--- src/rtl/serial_adder.sv ---
// Bit-serial adder: one full-adder cell and a registered carry produce a + b + cin
// one bit per clock, LSB first; the result word is published on a one-cycle done pulse.
module serial_adder #(
  parameter int WIDTH = 8
) (
  input  logic             clk,
  input  logic             rst_n,
  input  logic             start,
  input  logic [WIDTH-1:0] a,
  input  logic [WIDTH-1:0] b,
  input  logic             cin,
  output logic             busy,
  output logic             done,
  output logic [WIDTH-1:0] sum,
  output logic             cout
);

  localparam int CW = (WIDTH > 1) ? $clog2(WIDTH) : 1;
  localparam logic [CW-1:0] LAST_BIT = CW'(WIDTH - 1);

  localparam logic [1:0] IDLE = 2'd0;
  localparam logic [1:0] RUN  = 2'd1;
  localparam logic [1:0] DONE = 2'd2;

  logic [1:0]       state_reg;
  logic [WIDTH-1:0] a_sr_reg;
  logic [WIDTH-1:0] b_sr_reg;
  logic [WIDTH-1:0] res_sr_reg;
  logic             carry_reg;
  logic [CW-1:0]    cnt_reg;
  logic             busy_reg;
  logic             done_reg;
  logic [WIDTH-1:0] sum_reg;
  logic             cout_reg;

  logic             bit_sum;
  logic             bit_carry;
  logic [WIDTH-1:0] res_next;

  // Single full-adder cell operating on the current LSBs.
  assign bit_sum   = a_sr_reg[0] ^ b_sr_reg[0] ^ carry_reg;
  assign bit_carry = (a_sr_reg[0] & b_sr_reg[0]) | ((a_sr_reg[0] ^ b_sr_reg[0]) & carry_reg);
  assign res_next  = {bit_sum, res_sr_reg[WIDTH-1:1]};

  always_ff @(posedge clk) begin
    if (!rst_n) begin
      state_reg  <= IDLE;
      a_sr_reg   <= '0;
      b_sr_reg   <= '0;
      res_sr_reg <= '0;
      carry_reg  <= 1'b0;
      cnt_reg    <= '0;
      busy_reg   <= 1'b0;
      done_reg   <= 1'b0;
      sum_reg    <= '0;
      cout_reg   <= 1'b0;
    end else begin
      case (state_reg)
        IDLE: begin
          if (start) begin
            a_sr_reg  <= a;
            b_sr_reg  <= b;
            carry_reg <= cin;
            cnt_reg   <= '0;
            busy_reg  <= 1'b1;
            state_reg <= RUN;
          end
        end
        RUN: begin
          a_sr_reg   <= {1'b0, a_sr_reg[WIDTH-1:1]};
          b_sr_reg   <= {1'b0, b_sr_reg[WIDTH-1:1]};
          res_sr_reg <= res_next;
          carry_reg  <= bit_carry;
          cnt_reg    <= cnt_reg + 1'b1;
          // Outputs change only here, so sum/cout are never seen half-built.
          if (cnt_reg == LAST_BIT) begin
            sum_reg   <= res_next;
            cout_reg  <= bit_carry;
            busy_reg  <= 1'b0;
            done_reg  <= 1'b1;
            state_reg <= DONE;
          end
        end
        DONE: begin
          done_reg  <= 1'b0;
          state_reg <= IDLE;
        end
        default: begin
          busy_reg  <= 1'b0;
          done_reg  <= 1'b0;
          state_reg <= IDLE;
        end
      endcase
    end
  end

  assign busy = busy_reg;
  assign done = done_reg;
  assign sum  = sum_reg;
  assign cout = cout_reg;

endmodule

--- config.mk ---
export PLATFORM = sky130hd
export DESIGN_NAME = serial_adder
export DESIGN_NICKNAME = d
export VERILOG_FILES = /design/src/rtl/serial_adder.sv
export SDC_FILE = /design/constraint.sdc
export NUM_CORES = 1
export LEC_CHECK = 0
export ABC_CLOCK_PERIOD_IN_PS = 1800
export BUFFER_PORTS_ARGS = -buffer_cell sky130_fd_sc_hd__buf_2
export CAP_MARGIN = 25
export CORE_MARGIN = 5
export CORE_UTILIZATION = 45
export DETAILED_ROUTE_END_ITERATION = 8
export PLACE_DENSITY = 0.72
export SYNTH_ARGS = -nofsm -noshare
export SYNTH_HDL_FRONTEND = slang
export SYNTH_SLANG_ARGS = --single-unit
--- constraint.sdc ---
create_clock -name clk -period 1.8 [get_ports clk]
set_input_delay 0.09 -clock clk [delete_from_list [all_inputs] [get_ports clk]]
set_output_delay 0.09 -clock clk [all_outputs]
set_load 0.005 [all_outputs]
==> Word-level counts from Yosys, hierarchy flattened <==
Index checks and enable logic that the tools add are counted.
{ "word_totals": {"regBits": 41, "out_inout_bits": 11, "wordCells": 46} }
{ "op_classes": {"n_addsub": 1, "eq_ne": 5, "mux": 16, "bitwise_logic": 7, "n_reduce_logical": 7} }
{ "ops": {"columns": ["op", "n"], "rows": [
  ["8-bit case mux with 2 select lines", 2],
  ["8-bit 2-to-1 mux", 2],
  ["2-bit AND reduction", 4],
  ["3-bit case mux with 2 select lines", 1],
  ["1-bit 2-to-1 mux", 4],
  ["2-bit 2-to-1 mux", 2],
  ["2-bit != test, second input constant", 2],
  ["1-bit case mux with 2 select lines", 2],
  ["2-bit case mux with 2 select lines", 1],
  ["3-bit by 1-bit adder with 3-bit output, second input constant", 1],
  ["3-bit == test, second input constant", 1],
  ["3-bit 2-to-1 mux", 1],
  ["1-bit case mux with 3 select lines", 1],
  ["3-bit AND reduction", 1],
  ["1-bit AND", 2],
  ["2-bit by 1-bit == test with 1-bit output, second input constant", 1],
  ["2-bit == test, second input constant", 1],
  ["2-bit zero test", 1],
  ["1-bit inverter", 2],
  ["2-bit nonzero test", 1],
  ["1-bit XOR", 2],
  ["1-bit bitwise OR", 1]
]} }

==> Longest topological paths before layout <==
{ "depth": {"ltp_word": 4, "mapped_depth": 6, "ltp_nobuf": 5} }

==> Worst setup path before layout <==
No wires, ideal clock.
{ "synth_timing": {"path_kind": "register -> register", "from": "reg cnt_reg[0]", "to": "reg state_reg[1]", "setup_ns": 0.115, "arrival_time_ns": 1.163, "t_required_ns": 1.685, "setup_slack_ns": 0.522, "stages_incl_launch_ff": 6, "n_path_buf": 1, "synth_period_minus_slack_ns": 1.278, "path_cell_list": "dfxtp_1 ha_1 ha_1 and3b_1 buf_4 and2_1"} }
{ "synth_between": {"elab_chain_cells": 3} }
{ "synth_rtl": {"columns": ["item", "line", "rtl"], "rows": [
  ["start, declared", "30", "logic [CW-1:0] cnt_reg;"],
  ["start signal, assigned", "74", "cnt_reg <= cnt_reg + 1'b1;"],
  ["3-bit == test", "76", "if (cnt_reg == LAST_BIT) begin"],
  ["2-bit != test (no source line)", null, null],
  ["2-bit AND reduction (no source line)", null, null],
  ["end signal, assigned", "81", "state_reg <= DONE;"],
  ["end signal, assigned", "86", "state_reg <= IDLE;"],
  ["end signal, assigned", "91", "state_reg <= IDLE;"],
  ["end, declared", "25", "logic [1:0] state_reg;"]
]} }
Every way passes these cells.
A chain may end at the register's enable or synchronous reset.

==> Worst setup path in the final report <==
{ "layout_timing": {"from": "reg state_reg[0]", "to": "reg cnt_reg[2]"} }
{ "layout_between": {"elab_chain_cells": 3} }
{ "layout_rtl": {"columns": ["item", "line", "rtl"], "rows": [
  ["start signal, assigned", "47", "state_reg <= IDLE;"],
  ["start signal, assigned", "66", "state_reg <= RUN;"],
  ["start signal, assigned", "81", null],
  ["2-bit by 1-bit == test with 1-bit output / 2-bit zero test (equally long branches)", "58", "case (state_reg)"],
  ["2-bit nonzero test (no source line) / 2-bit != test (equally long branches)", null, null],
  ["2-bit AND reduction (no source line)", null, null]
]} }
Parallel ways exist; a longest one is shown, timed or not.

==> flow_summary.yaml <==
clock_tree:
  clockBufferDepth: 2
  clock_sinks: 40
  post_cts_buffers: 0
  clkSlewWorstSetupHoldPaths_ns: 0.07
  clk_latency_ns: 0.29
  cts-root-buf: "clkbuf_8"
  cts_tree: "built"
  htree_levels: 2
  cts-resized-gates: 0
  cts_hold_buf: 0
  cts_made_buffers: 5
routing:
  wirelength_mm: 3.28
  avgViaCountPerCell: 5.14
  vias: 1346
  routedLengthMet1_mm: 1.60
  top_layer_used: "met4"
  wl_met3_um: 169
  first_pass_iters: 4
  drc: 0
  wl_per_cell_um: 12.5
  ant_nets: 0
  drtIter0Drc: 91
  wl_met2_mm: 1.45
timing:
  fmax_mhz: 686
  worst-slew-pin-transition_ns: 0.645
  hold_violations: 0
  period_share_pct: 80.9
  final_max_slew_viol_count: 0
  slew_headroom_pct: 57.0
  setup_viol: 0
  fin_skew_ns: 0.00590
  hold_ws_ns: 0.0522
  min_period_ns: 1.46
  grt_setup_unrepaired: "false"
  setup_tns_ns: 0
yosys:
  syn_area_per_cell_um2: 9.17
  synth_top_family_by_area: "compound AO/OA/AOI/OAI gates"
  syn-cell-area_mm2: 0.00169
  yosys.area_share.simple_pct: 17.9
  synth_mux_area_share_pct: 8.90
  ys_seq_area_share_pct: 47.4
  synth_xor_area_share_pct: 0
  synth_seq_cells: 40
  synth.net_count: 207
  synth_compound_area_share_pct: 18.0
  synth_cell_types: 30
  syn_inst: 184
  yosys_warnings: 0
  synth_fa_ha_area_share_pct: 2.67
place:
  gp_congestion: 0.715
  dpl_cell_area_mm2: 0.00186
  portBuffers: 30
  dp_hpwl_mm: 2.20
die:
  rows: 22
  core_mm2: 0.00366
  io_pins: 31
  die_w_um: 71.2
  fp.dieH_um: 71.2
  initial_core_util_pct: 46.1
  dieArea_mm2: 0.00508
worst_setup_path:
  slowest_delay_ns: 0.56
  cp_top_family: "simple AND/OR/NAND/NOR gates"
  critical-path-slowest-cell: "nor2_2"
  path_cells: "nor2_2 -> nor2_1 -> o21ai_1"
  arrival_ns: 1.67
  worstPathRequired_ns: 2.02
  path_buf_inv: 0
  start_kind: "flop"
  critPathCaptureType: "flop"
  critical_path_class: "reg -> reg"
  worst-path-max-fanout: 16
grt:
  gr-total-overflow: 0
  grt_pass1_wl_mm: 5.71
  grt_pass1_vias: 1304
  antenna_found_initial: 0
  grt_max_degree: 54
  gr-usage-all-layers_pct: 14.1
cells_and_area:
  n_antenna_cell: 0
  stdcell_area_mm2: 0.00196
  layout-drive-gt1-share_pct: 22.4
  register_area_um2: 801
  fillerInstances: 341
  fin_nets: 236
  multi_input_area_um2: 801
  area_growth_pct: 15.9
job:
  maxCapViolations: 0
power:
  power_frac_comb_pct: 10.2
  p_leak_nw: 0.826
  p_seq_share_pct: 54.9
  p_per_area_mw_per_mm2: 888
  p_sw_share_pct: 24.5
  intPower_mw: 1.31
  pwr-share-clk_pct: 34.9
  ir_drop_mv: 0.345
  p_switching_mw: 0.425
status:
  outcome: "finished clean"
min_path:
  hp-class: "in -> reg"
==> cell families (layout without fill, tap and decap cells) <==
group | Yosys count | count (layout)
AO/OA/AOI/OAI | 47 | 47
adder cells (fa/ha/maj) | 3 | 3
buffers and inverters | 16 | 46
flip-flops | 40 | 40
multiplexers | 15 | 15
AND/OR/NAND/NOR | 63 | 63
==> per-layer routing <==
| metal | GRT usage (%) | up-vias |
|---|---|---|
| met5 | 0 | - |
| met4 | 6.89 | 0 |
| met3 | 4.49 | 6 |
| met2 | 22.6 | 24 |
| met1 | 17.2 | 616 |
| li1 | - | 700 |
==> power groups by stage <==
stage	clock network [mW]	registers, mW	logic [mW]
after floorplan	0	0.965	0.133
after global placement	0	0.972	0.178
after detailed placement	0	0.973	0.179
after CTS	0.623	0.953	0.179
after global routing	0.656	0.959	0.199
final	0.606	0.953	0.178
==> layout by cell type, fill, tap and decap left out <==
master / synthesis / final
and3b_1: 1 / 1
ha_1: 2 / 2
nor2b_1: 1 / 1
nand2b_1: 3 / 3
o22ai_1: 2 / 2
and2_1: 2 / 2
o21ai_2: 1 / 1
nand3b_1: 1 / 1
dfxtp_1: 40 / 40
inv_2: 1 / 1
o21ai_0: 1 / 1
clkbuf_8: 0 / 6
fa_1: 1 / 1
o21ai_1: 19 / 19
nor2_1: 1 / 1
mux2i_1: 15 / 15
o211ai_1: 15 / 15
or2_1: 1 / 1
buf_2: 6 / 30
a21boi_1: 8 / 8
nand3_1: 20 / 20
clkinv_2: 0 / 2
buf_4: 1 / 6
a32o_1: 1 / 1
nor2_2: 1 / 1
inv_1: 1 / 1
and2b_1: 1 / 1
nand3b_2: 1 / 1
nand2_1: 30 / 30
==> cells in the mapped netlist (all sizes together) <==
library cell,number,area share [%]
fa,1,1.2
and2,2,0.74
a21boi,8,3.6
dfxtp,40,47
nor2b,1,0.37
nand3b,2,1.1
nand2,30,6.7
and3b,1,0.52
nand2b,3,1.1
mux2i,15,8.9
inv,2,0.44
nor2,2,0.59
or2,1,0.37
a32o,1,0.59
nand3,20,5.9
and2b,1,0.44
ha,2,1.5
o211ai,15,6.7
clkbuf,4,0.89
o22ai,2,0.74
o21ai,21,6.4
buf,10,3.8
==> worst paths after layout <==
check,start,endpoint,slack [ns],cells past startpoint
setup / recovery,state_reg[0],cnt_reg[2],0.34,3
hold / removal,a[7],a_sr_reg[7],0.05,3
setup reg to reg,state_reg[0],cnt_reg[2],0.34,3
hold reg to reg,sum[4],sum[4],0.45,2
==> tightest hold or removal path: stages <==
cell	delay (ns)
buf_2	0.09
nand2_1	0.05
o22ai_1	0.06
==> metrics by stage <==
stage               total power [mW]  util (%)  setup WS, ns  instances
finish                          1.74      53.5         0.343        262
global route                    1.81      53.5         0.220        262
CTS                             1.75      53.5         0.351        262
detailed placement              1.15      50.9         0.364        254
global placement                1.15      50.9         0.407        254
floorplan                       1.10         -         0.522        184
==> layout make-up <==
| type | instances | area share, % |
|---|---|---|
| well taps | 48 | 3.07 |
| clock buffers | 6 | 4.22 |
| multi-input cells | 128 | 40.9 |
| clock inverters | 2 | 0.512 |
| inverters | 2 | 0.384 |
| flip-flops and latches | 40 | 40.9 |
| repair buffers | 36 | 9.97 |
Note: power is estimated with default switching activity, not from simulation.
